File: config.mk
export PLATFORM = sky130hd
export DESIGN_NAME = lsu_mem_stage
export DESIGN_NICKNAME = d
export VERILOG_FILES = /design/src/rtl/lsu_mem_stage.sv
export SDC_FILE = /design/constraint.sdc
export NUM_CORES = 1
export LEC_CHECK = 0
export CAP_MARGIN = 5
export CELL_PAD_IN_SITES_DETAIL_PLACEMENT = 0
export CELL_PAD_IN_SITES_GLOBAL_PLACEMENT = 1
export CORE_ASPECT_RATIO = 1.5
export CORE_MARGIN = 10
export CORE_UTILIZATION = 33
export DETAILED_ROUTE_END_ITERATION = 10
export PLACE_DENSITY = 0.88
export REMOVE_ABC_BUFFERS = 1
export SLEW_MARGIN = 20
export SYNTH_ARGS = -nofsm -noshare
export SYNTH_HDL_FRONTEND = slang
export SYNTH_SLANG_ARGS = --single-unit
File: constraint.sdc
create_clock -name clk -period 2 [get_ports clk]
set_clock_uncertainty 0.15 [all_clocks]
set_input_delay 0.2 -clock clk [delete_from_list [all_inputs] [get_ports clk]]
set_output_delay 0.2 -clock clk [all_outputs]
set_load 0.02 [all_outputs]
File: src/rtl/lsu_mem_stage.sv
// Load/store unit: takes one memory op from execute, runs a req/gnt/rvalid bus
// transaction, aligns and extends load data, and drives the register-file write port.
module lsu_mem_stage #(
  parameter int XLEN = 32
) (
  input  logic            clk,
  input  logic            rst_n,
  input  logic            in_valid,
  output logic            in_ready,
  input  logic            in_load,
  input  logic            in_store,
  input  logic [2:0]      in_funct3,
  input  logic [XLEN-1:0] in_addr,
  input  logic [XLEN-1:0] in_wdata,
  input  logic [4:0]      in_rd,
  output logic            mem_req,
  output logic            mem_we,
  output logic [XLEN-1:0] mem_addr,
  output logic [XLEN-1:0] mem_wdata,
  output logic [3:0]      mem_wstrb,
  input  logic            mem_gnt,
  input  logic            mem_rvalid,
  input  logic [XLEN-1:0] mem_rdata,
  output logic            wb_en,
  output logic [4:0]      wb_rd,
  output logic [XLEN-1:0] wb_data,
  output logic            exc,
  output logic [XLEN-1:0] exc_addr,
  output logic            busy
);

  typedef enum logic [1:0] {IDLE, REQ, WAIT} state_t;

  state_t          state;
  logic [2:0]      funct3_q;
  logic [1:0]      off_q;
  logic [4:0]      rd_q;
  logic            load_q;

  logic            accept;
  logic            bad;
  logic [XLEN-1:0] st_data;
  logic [3:0]      st_strb;
  logic [XLEN-1:0] shifted;
  logic [XLEN-1:0] ld_data;

  assign in_ready = (state == IDLE);
  assign busy     = (state != IDLE);
  // An op with neither flag set is not accepted at all.
  assign accept   = in_valid && in_ready && (in_load || in_store);

  // NOTE: every always_comb output gets a default first so no path can infer a latch.
  always_comb begin
    bad     = 1'b0;
    st_data = in_wdata;
    st_strb = 4'b1111;
    if (in_load && in_store) begin
      bad = 1'b1;
    end else if (in_store) begin
      case (in_funct3)
        3'b000:  bad = 1'b0;
        3'b001:  bad = in_addr[0];
        3'b010:  bad = |in_addr[1:0];
        default: bad = 1'b1;
      endcase
    end else begin
      case (in_funct3)
        3'b000, 3'b100: bad = 1'b0;
        3'b001, 3'b101: bad = in_addr[0];
        3'b010:         bad = |in_addr[1:0];
        default:        bad = 1'b1;
      endcase
    end
    case (in_funct3[1:0])
      2'b00: begin
        st_data = {4{in_wdata[7:0]}};
        st_strb = 4'b0001 << in_addr[1:0];
      end
      2'b01: begin
        st_data = {2{in_wdata[15:0]}};
        st_strb = 4'b0011 << in_addr[1:0];
      end
      default: begin
        st_data = in_wdata;
        st_strb = 4'b1111;
      end
    endcase
  end

  // Bring the addressed byte/halfword down to lane 0, then extend.
  always_comb begin
    shifted = mem_rdata >> {off_q, 3'b000};
    case (funct3_q)
      3'b000:  ld_data = {{(XLEN-8){shifted[7]}}, shifted[7:0]};
      3'b001:  ld_data = {{(XLEN-16){shifted[15]}}, shifted[15:0]};
      3'b100:  ld_data = {{(XLEN-8){1'b0}}, shifted[7:0]};
      3'b101:  ld_data = {{(XLEN-16){1'b0}}, shifted[15:0]};
      default: ld_data = mem_rdata;
    endcase
  end

  // NOTE: state registers use non-blocking assignments so every flop samples pre-edge values.
  always_ff @(posedge clk or negedge rst_n) begin
    if (!rst_n) begin
      state     <= IDLE;
      funct3_q  <= '0;
      off_q     <= '0;
      rd_q      <= '0;
      load_q    <= 1'b0;
      mem_req   <= 1'b0;
      mem_we    <= 1'b0;
      mem_addr  <= '0;
      mem_wdata <= '0;
      mem_wstrb <= '0;
      wb_en     <= 1'b0;
      wb_rd     <= '0;
      wb_data   <= '0;
      exc       <= 1'b0;
      exc_addr  <= '0;
    end else begin
      wb_en <= 1'b0;
      exc   <= 1'b0;
      case (state)
        IDLE: begin
          if (accept) begin
            funct3_q <= in_funct3;
            off_q    <= in_addr[1:0];
            rd_q     <= in_rd;
            load_q   <= in_load;
            if (bad) begin
              exc      <= 1'b1;
              exc_addr <= in_addr;
            end else begin
              state     <= REQ;
              mem_req   <= 1'b1;
              mem_we    <= in_store;
              mem_addr  <= {in_addr[XLEN-1:2], 2'b00};
              mem_wdata <= in_store ? st_data : '0;
              mem_wstrb <= in_store ? st_strb : 4'b0000;
            end
          end
        end
        // rvalid is deliberately ignored here, including a same-cycle gnt+rvalid.
        REQ: begin
          if (mem_gnt) begin
            mem_req <= 1'b0;
            state   <= load_q ? WAIT : IDLE;
          end
        end
        WAIT: begin
          if (mem_rvalid) begin
            wb_data <= ld_data;
            wb_rd   <= rd_q;
            wb_en   <= (rd_q != 5'd0);
            state   <= IDLE;
          end
        end
        default: state <= IDLE;
      endcase
    end
  end

endmodule
; ---- Yosys cells after proc, flatten, opt, wreduce, memory -nomap -nowiden
; Cells that the tools add are included.
; W data, S select, Z words.
[classes]
n_shift = 3
mux = 24
reduce_logical = 20
eq_ne = 14
bitwise_logic = 1
[ops]
columns = cell, n
row1 = $pmux W32 S4, 1
row2 = $pmux W32 S2, 1
row3 = $mux W32, 1
row4 = $shr A32 B5 Y16, 1
row5 = $eq A3 B3 Y1 const B, 4
row6 = $mux W1, 10
row7 = $mux W2, 5
row8 = $pmux W4 S2, 1
row9 = $reduce_and A4 Y1, 2
row10 = $eq A3 B1 Y1 const B, 2
row11 = $logic_not A3 Y1, 2
row12 = $ne A2 B2 Y1 const B, 3
row13 = $pmux W1 S3, 2
row14 = $pmux W2 S3, 1
row15 = $reduce_and A3 Y1, 2
row16 = $reduce_or A2 Y1, 3
row17 = $reduce_bool A5 Y1, 1
row18 = $eq A2 B1 Y1 const B, 2
row19 = $logic_not A2 Y1, 2
row20 = $mux W4, 1
row21 = $reduce_and A2 Y1, 2
row22 = $reduce_bool A2 Y1, 2
row23 = $shl A1 B2 Y4 const A, 1
row24 = $shl A2 B2 Y4 const A, 1
row25 = other kinds (7), 9
[word_totals]
word_cells = 77
regBits = 152
input_bits = 111

; ---- Depth between registers and ports, before layout
; Gate-level depths: netlist (run 1).
[logic_depth]
depth_word = 8
ltp_mapped = 7

; ---- Worst setup path after synthesis (run 1)
; No wires, ideal clock.
[synth_path]
kind = register to register
startpoint = register state[1]
endpoint = register exc_addr[10]
arrival_time_ns = 1.552
slack_ns = 0.174
setup_ns = 0.125
path_buffers = 2
path_stages_with_launch = 7
cell_sequence = dfrtp_1 > nor2_2 > and2_1 > clkbuf_2 > nand2_1 > buf_4 > mux2_2
[synth_between]
elab_chain_cells = 4
[synth_rtl]
columns = item, line
row1 = "start, declared", 34  ; state_t state;
row2 = "start signal, assigned", 147  ; state <= load_q ? WAIT : IDLE;
row3 = $logic_not A2 Y1 *, 47  ; assign in_ready = (state == IDLE);
row4 = via in_ready, 9  ; output logic in_ready,
row5 = $logic_and A1 B1 Y1 (2 in a row), 50  ; assign accept = in_valid && in_ready && (in_load || in_store);
row6 = $reduce_and A3 Y1 (no line) *, -
row7 = "end signal, assigned", 132  ; exc_addr <= in_addr;
row8 = "end, declared", 28  ; output logic [XLEN-1:0] exc_addr,
; The timed path passes the listed nets; every way through them passes the cells marked *.
; A chain may end at the register's enable or synchronous reset.

; ---- Worst setup path after layout (run 1)
[layout_path]
startpoint = register mem_addr[2]
endpoint = output mem_addr[2]
[layout_rtl]
columns = item, line
row1 = "start, declared", 18  ; output logic [XLEN-1:0] mem_addr,
row2 = "start signal, assigned", 137  ; mem_addr <= {in_addr[XLEN-1:2], 2'b00};
; No word-level cell between the ends.

==> results.cfg, run 1 <==
[die]
die_h_um = 195
start_util_pct = 33.4
io_pins = 254
core_um2 = 20300
die_area_um2 = 26700
die_w_um = 137
fp-row-count = 64

[detailed_routing]
firstDrtPassIters = 4
viasPerCell = 4.82
routed_wl_um = 21900
m1WireLength_um = 8280
num_vias = 5562
wl_met3_um = 1610
drt_iter0_markers = 250
drc = 0
top_layer_used = met4
wire_per_inst_um = 19.0
dr_wl_met2_um = 11500
drtAntennaViolNets = 0

[global_routing]
grt.overflow.total = 0
track_usage_pct = 16.3
grt_pass1_vias = 5871
grt_max_degree = 57
antenna_found_initial = 1
grt_pass1_wl_um = 33900

[sta]
maxSlewViolCount = 0
max_freq_mhz = 554
rsz0062_at_grt = no
period_share_pct = 90.3
min_period_ns = 1.81
finalSetupViolCount = 0
setup-tns-final_ns = 0
whs_ns = 0.136
finalHoldViolCount = 0

[cells_and_area]
multi_input_comb_area_um2 = 2720
final_core_util_pct = 51.4
postLayoutCellArea_um2 = 10400
drive_gt1_share_pct = 18.1
seq_area_um2 = 3800
nets = 987
fillers = 1844
synthToLayoutAreaGrowth_pct = 53.9

[clock_network]
cts_inserted_buffers = 17
clk-insertion-delay-late_ns = 0.42
cts.sinks = 152
cts_buffer_depth = 2
cts_tree = yes
cts_setup_buffers = 0
cts_root_buf = clkbuf_16
h-tree-depth = 4
clk_pin_slew_worst_paths_ns = 0.06

[setup_path]
path_class = reg -> out
critical_path.startpoint_type = flip-flop
crit_slowest_cell = clkdlybuf4s50_1
critPathBufInv = 1
crit_family = buffers and inverters
worstPathArrival_ns = 1.46
worst-endpoint-required_ns = 1.65
path_max_fanout = 2
critPathMaxStageDelay_ns = 0.63
end_kind = primary output
worstPathCellList = clkdlybuf4s50_1

[power_and_ir_drop]
p_leak_nw = 4.48
power.total_mw = 13.5
p_per_area_nw_per_um2 = 1300
ir_drop_mv = 0.778

[synth]
synth_seq_area_share_pct = 56.2
synth_fa_ha_area_share_pct = 0
synthCells = 618
synth_xor_area_share_pct = 0
postSynthAreaPerCell_um2 = 10.9
synth_compound_area_share_pct = 12.4
synthSimpleGateAreaFrac_pct = 9.77
ys_ff_latch = 152
synth_top_family_by_area = multiplexers
yosys_warnings = 0
synth_area_um2 = 6760
muxShareOfSynthArea_pct = 17.6
synth_cell_types = 33

[placed_design]
dpl.hpwl_um = 16500
placed_cell_area_um2 = 9750
portBuffers = 251
place.gp.congestion = 0.811

[status]
status = complete, no violations

[job]
maxCapViolations = 0

[worst_hold_path]
worst_hold_path_type = in -> async
==> power by group <==
part | internal [mW] | switching [mW]
logic | 2.66 | 2.69
clock network | 2.25 | 1.29
registers | 4.06 | 0.557
==> cell usage in the layout, fill, tap and decap left out, types with 2 or more instances in the layout <==
| cell | instances |
|---|---|
| a2bb2oi_1 | 7 |
| bufinv_16 | 5 |
| nand2_1 | 121 |
| clkbuf_16 | 17 |
| clkbuf_1 | 2 |
| o22ai_1 | 25 |
| mux2i_1 | 18 |
| buf_12 | 8 |
| clkdlybuf4s50_1 | 248 |
| a22oi_1 | 8 |
| dlygate4sd2_1 | 2 |
| dfrtp_1 | 152 |
| clkinvlp_4 | 2 |
| nor2b_1 | 2 |
| mux2_4 | 6 |
| nand2b_1 | 5 |
| or2_2 | 2 |
| inv_1 | 6 |
| clkinv_4 | 2 |
| nor2_2 | 2 |
| mux2_2 | 82 |
| o21ai_0 | 71 |
| a21oi_1 | 21 |
| o2bb2ai_1 | 7 |
| and2_1 | 2 |
| conb_1 | 2 |
| nor2_1 | 22 |
| buf_4 | 27 |
==> routing by layer <==
metal / up-vias / global-route usage, %
met2: 186 / 28.8
met5: - / 0
met3: 31 / 5.45
li1: 2654 / -
met1: 2691 / 17.4
met4: 0 / 6.07
==> cells in the mapped netlist (all sizes together) <==
cell	instances	area, um2
a31oi	1	6.26
o22ai	25	156
nand3b	1	7.51
o2bb2ai	7	61.3
nor2	25	98.8
nor3	1	5.00
a211oi	1	12.5
nand3	1	5.00
and2	2	12.5
nor4	1	21.3
dfrtp	152	3800
mux2i	18	180
or2	2	12.5
conb	1	3.75
nand2b	5	31.3
a21oi	21	105
inv	6	22.5
o21a	1	7.51
buf	22	136
mux2	88	1010
clkbuf	27	103
a2bb2oi	7	61.3
o2111ai	1	15.0
a22oi	8	60.1
nand2	121	454
o21ai	71	355
nor2b	2	12.5
==> cells by family after synthesis <==
family	after synthesis
AO/OA/AOI/OAI	143
buffers and inverters	55
flip-flops	152
multiplexers	106
other	1
AND/OR/NAND/NOR	161
==> stage by stage <==
step | setup slack [ns] | std cells
after floorplan | -1.26 | 570
after global placement | -0.164 | 1120
after detailed placement | -0.179 | 1120
after CTS | 0.160 | 1152
after global routing | 0.106 | 1152
final | 0.194 | 1153
==> worst paths after layout <==
path | from | to | slack, ns | cells after the start
hold / removal | rst_n | mem_wdata[14]$_DFFE_PN0P_ | 0.14 | 2
min in group clk | in_rd[4] | rd_q[4]$_DFFE_PN0P_ | 0.24 | 2
hold reg to reg | mem_wdata[7]$_DFFE_PN0P_ | mem_wdata[7]$_DFFE_PN0P_ | 0.33 | 2
max in group asynchronous | rst_n | exc_addr[16]$_DFFE_PN0P_ | 0.87 | 3
setup reg to reg | off_q[0]$_DFFE_PN0P_ | wb_data[11]$_DFFE_PN0P_ | 0.23 | 6
setup / recovery | mem_addr[2]$_DFFE_PN0P_ | mem_addr[2] | 0.19 | 1
==> cell type report <==
type | count | area share, %
Antenna cell | 1 | 0.0240
Tap cell | 264 | 3.17
Clock buffer | 20 | 4.29
Clock inverter | 11 | 1.89
Sequential cell | 152 | 36.5
Timing Repair Buffer | 287 | 27.7
Multi-Input combinational cell | 412 | 26.1
Inverter | 6 | 0.216
==> timing repair <==
action,in CTS,in global routing
resized for setup,3,0
endpoints found under the hold margin,46,0
hold buffers,1,0
setup endpoints to repair,2,0
==> sequential cells by signal, summed over array words and instances (netlist names), 3 cells and up <==
register / flops
exc_addr: 32
mem_wdata: 32
wb_data: 32
mem_addr: 30
rd_q: 5
wb_rd: 5
mem_wstrb: 4
funct3_q: 3
No activity file was read; power rests on OpenSTA's default activity.
==> inputs of run 2 (changes only) <==
SLEW_MARGIN = unset   (was 20)
==> results of run 2 <==
No change in the layout: final DEF, timing and power equal those of run 1.
==> inputs of run 3 (changes only) <==
RECOVER_POWER = 25   (was unset)
==> results.cfg, run 3 (same netlist as run 1, synthesis figures left out) <==
[die]
start_util_pct = 33.4
fp-row-count = 64
io_pins = 254
die_w_um = 137
die_h_um = 195
die_area_um2 = 26700
core_um2 = 20300

[sta]
min_period_ns = 1.81
setup-tns-final_ns = 0
fin_ws_ns = 0.194
tightest_slew_ns = 0.776
finalHoldViolCount = 0
max_freq_mhz = 554
period_share_pct = 90.3
maxSlewViolCount = 0
whs_ns = 0.127
rsz0062_at_grt = no
slew_headroom_pct = 48.3
finalSetupViolCount = 0

[detailed_routing]
drt_iter0_markers = 254
viasPerCell = 4.83
wire_per_inst_um = 19.0
num_vias = 5564
firstDrtPassIters = 4
drc = 0
routed_wl_um = 21900
drtAntennaViolNets = 0

[setup_path]
worstPathArrival_ns = 1.46
critPathCapture = mem_addr[2]
reg2reg_depth = 6
worstSetupStartpoint = mem_addr[2]$_DFFE_PN0P_
cp.depth = 1
crit_slowest_cell = clkdlybuf4s50_1
end_kind = primary output
worst-endpoint-required_ns = 1.65
reg2reg_to = wb_data[11]$_DFFE_PN0P_
critPathMaxStageDelay_ns = 0.63
critPathBufInv = 1
worstPathCellList = clkdlybuf4s50_1
reg2reg_from = off_q[0]$_DFFE_PN0P_
reg2reg_slack_ns = 0.23
path_max_fanout = 2
crit_family = buffers and inverters
critical_path.startpoint_type = flip-flop
path_class = reg -> out

[clock_network]
cts.sinks = 152
cts_root_buf = clkbuf_16
clk-insertion-delay-late_ns = 0.42
cts_tree = yes
h-tree-depth = 4
cts_setup_buffers = 0
cts_buffer_depth = 2
clk_pin_slew_worst_paths_ns = 0.06
cts_inserted_buffers = 17

[placed_design]
placed_cell_area_um2 = 9750
dp_slack_ns = -0.179
dp_cells = 1120
portBuffers = 251
dpl.hpwl_um = 16500
place.gp.congestion = 0.811

[global_routing]
track_usage_pct = 16.3
grt_pass1_vias = 5871
grt_pass1_wl_um = 33900
grt.overflow.total = 0
antenna_found_initial = 1
grt_max_degree = 57

[power_and_ir_drop]
power.total_mw = 13.5
ir_drop_mv = 0.778
p_per_area_nw_per_um2 = 1300
p_leak_nw = 4.48

[cells_and_area]
multi_input_comb_area_um2 = 2720
mostFrequentLayoutCells = clkdlybuf4s50_1 (248), dfrtp_1 (152), nand2_1 (121), mux2_2 (82), o21ai_0 (71)
finalNonFillerCells = 1153
nets = 987
mostFrequentLayoutCell = clkdlybuf4s50_1
drive_gt1_share_pct = 18.1
seq_area_um2 = 3800
synthToLayoutAreaGrowth_pct = 53.5
postLayoutCellArea_um2 = 10400
final_core_util_pct = 51.2
largestRegisters = exc_addr: 32 flops, mem_wdata: 32 flops, wb_data: 32 flops
fillers = 1848

[worst_hold_path]
worst_hold_path_type = in -> async

[job]
maxCapViolations = 0

[status]
status = complete, no violations
-- run 3: cell types whose count changed in the layout (fill, tap and decap cells not counted) --
cell | previous run | this run
buf_12 | 8 | 6
clkbuf_4 | 0 | 2
-- run 3: power breakdown --
| group | total [mW] | switching, mW | internal, mW |
|---|---|---|---|
| Sequential | 4.62 | 0.557 | 4.06 |
| Clock | 3.54 | 1.29 | 2.25 |
| Combinational | 5.34 | 2.69 | 2.65 |
| Total | 13.5 | 4.54 | 8.96 |
-- run 3: cell type report --
cell class                      count  share of cell area (%)
Sequential cell                   152                    36.6
Timing Repair Buffer              287                    27.5
Multi-Input combinational cell    412                    26.2
Clock buffer                       20                    4.30
Tap cell                          264                    3.18
Clock inverter                     11                    1.89
Inverter                            6                   0.217
Antenna cell                        1                  0.0241
-- run 3: what timing repair did --
action | in CTS | in global routing
hold endpoints to repair | 46 | 0
setup endpoints to repair | 2 | 0
resized for setup | 3 | 0
hold buffers | 1 | 0
-- run 3: routing by layer --
metal,track usage (%),vias up,share of wire [%]
li1,-,2653,-
met1,17.4,2698,38
met2,28.8,182,53
met3,5.45,31,7.3
met4,6.07,0,2.4
met5,0,-,0
-- run 3: worst reg2reg max path, delay by kind of cell (launching register included) --
kind / cells / cell delay, ns
AND/OR/NAND/NOR: 1 / 0.08
flip-flops: 1 / 0.45
buffers and inverters: 2 / 0.45
AO/OA/AOI/OAI: 3 / 0.55
-- run 3: worst min path at each step --
stage                           endpoint  slack, ns  start
2_1_floorplan              exc$_DFF_PN0_      -0.25  rst_n
3_3_place_gp   mem_wdata[14]$_DFFE_PN0P_       0.02  rst_n
3_5_place_dp   mem_wdata[14]$_DFFE_PN0P_       0.03  rst_n
4_1_cts        mem_wdata[14]$_DFFE_PN0P_       0.17  rst_n
5_1_grt        mem_wdata[14]$_DFFE_PN0P_       0.16  rst_n
6_report       mem_wdata[14]$_DFFE_PN0P_       0.13  rst_n
==> RTL change, RTL diff (config.mk and constraints of run 1) <==
Encoding of `state_t`: now one-hot (3 bits for 3 states).
--- a/src/rtl/lsu_mem_stage.sv
+++ b/src/rtl/lsu_mem_stage.sv
@@ -29,7 +29,7 @@
   output logic            busy
 );
 
-  typedef enum logic [1:0] {IDLE, REQ, WAIT} state_t;
+  typedef enum logic [2:0] {IDLE = 3'b001, REQ = 3'b010, WAIT = 3'b100} state_t;
 
   state_t          state;
   logic [2:0]      funct3_q;
Behaviour: no difference found for any inputs over 4 cycles, from zero or initial values and one cycle with rst_n low; so few cycles prove little.
==> RTL change against run 1 <==
- setup slack got worse by 0.13 ns
- cell area increased by 2.4%
- non-clock buffer count increased by 13
- wire length increased by 2.4%
- global-route usage about the same
- sequential cell count increased by 1
- power decreased by 23%
- critical path type unchanged
- area after synthesis increased by 2.3%
==> RTL change: results (changes against run 1) <==
[outcome]
outcome = finished, final reports clean

[power]
p_comb_w = 0.00307  ; -43%
seq-power_w = 0.00392  ; -15%
leakagePower_nw = 4.58  ; +2.1%
ir_drop_uv = 896  ; +15%
powerDensity_nw_per_um2 = 972  ; -25%

[worst_setup_path]
cp-startpoint = state[0]
rr_endpoint = mem_wstrb[3]
cp_slowest_cell = dfstp_2
ff2ff_setup_slack_ns = 0.09  ; -0.14 ns
crit_fanout = 4  ; +2
reg2reg_depth = 7  ; +1
timing.rr.start = state[0]
arrival_ns = 1.59  ; +0.13 ns

[route]
drt_iter0_drc = 176  ; -30%
dr_wl_met2_um = 11600  ; +0.71%
met3WireLength_um = 1870  ; +16%
routed.top_layer = met5
met1_length_um = 8750  ; +5.7%
wl_per_cell_um = 18.9  ; -0.76%
vias = 5761  ; +3.6%

[synth]
ys_top_cells_by_area = dfrtp_1 55%, mux2_2 9.0%, nand2_1 6.7%
postSynthAreaPerCell_um2 = 10.8  ; -1.1%
yosysSeqAreaShare = 0.554  ; -0.00871
yosys-top-cells-count = 152 x dfrtp_1, 123 x nand2_1, 80 x o21ai_0

[cells_and_area]
n_fill_cell = 1914  ; +3.8%
drive_above_1_share = 0.163  ; -0.0181
nets = 1023  ; +3.6%
stdcell_count = 1190  ; +3.2%

[placed_design]
dp_hpwl_um = 17100  ; +3.2%
place_area_um2 = 10000  ; +2.7%
finalWeightedCongestion = 0.805  ; -0.79%
dp.cells = 1155  ; +3.1%

[sta]
max_freq_ghz = 0.517  ; -6.7%

[clocking]
post_cts.repair.setup_buffers = 1  ; +1
cts-resized-gates = 6  ; +3

[grt]
grt_max_degree = 48  ; -16%
use_met1 = 0.178  ; +0.00352
grt_pass1_wl_um = 35400  ; +4.6%
grt_use_total = 0.163  ; -0.000235
met3_usage = 0.0717  ; +0.0172
antenna_found_initial = 2  ; +1

RTL change: final cells by class:
cell class	instances	area, um^2	area share
diodes	1	2.50	0.000235
clock buffers	20	447	0.0419
clock inverters	12	165	0.0155
inverters	2	7.51	0.000705
multi-input cells	438	2880	0.270
flip-flops and latches	153	3830	0.360
well taps	264	330	0.0310
repair buffers	300	2990	0.281
RTL change: logic make-up (layout without fill, tap and decap cells):
kind of cell | count (synthesis) | in the layout | share of synthesized area
flops | 153 | 153 | 0.554
mux | 107 | 107 | 0.175
buf+inv | 49 | 334 | 0.0344
simple gates | 216 | 216 | 0.148
compound gates | 113 | 113 | 0.0877
other cells | 1 | 3 | 0.000542
RTL change: worst max path at each step:
stage,end,cells after the start
after floorplan,wb_data[0],3
after global placement,exc_addr[31],6
after detailed placement,exc_addr[31],6
after CTS,busy,4
after global routing,busy,4
final,busy,4
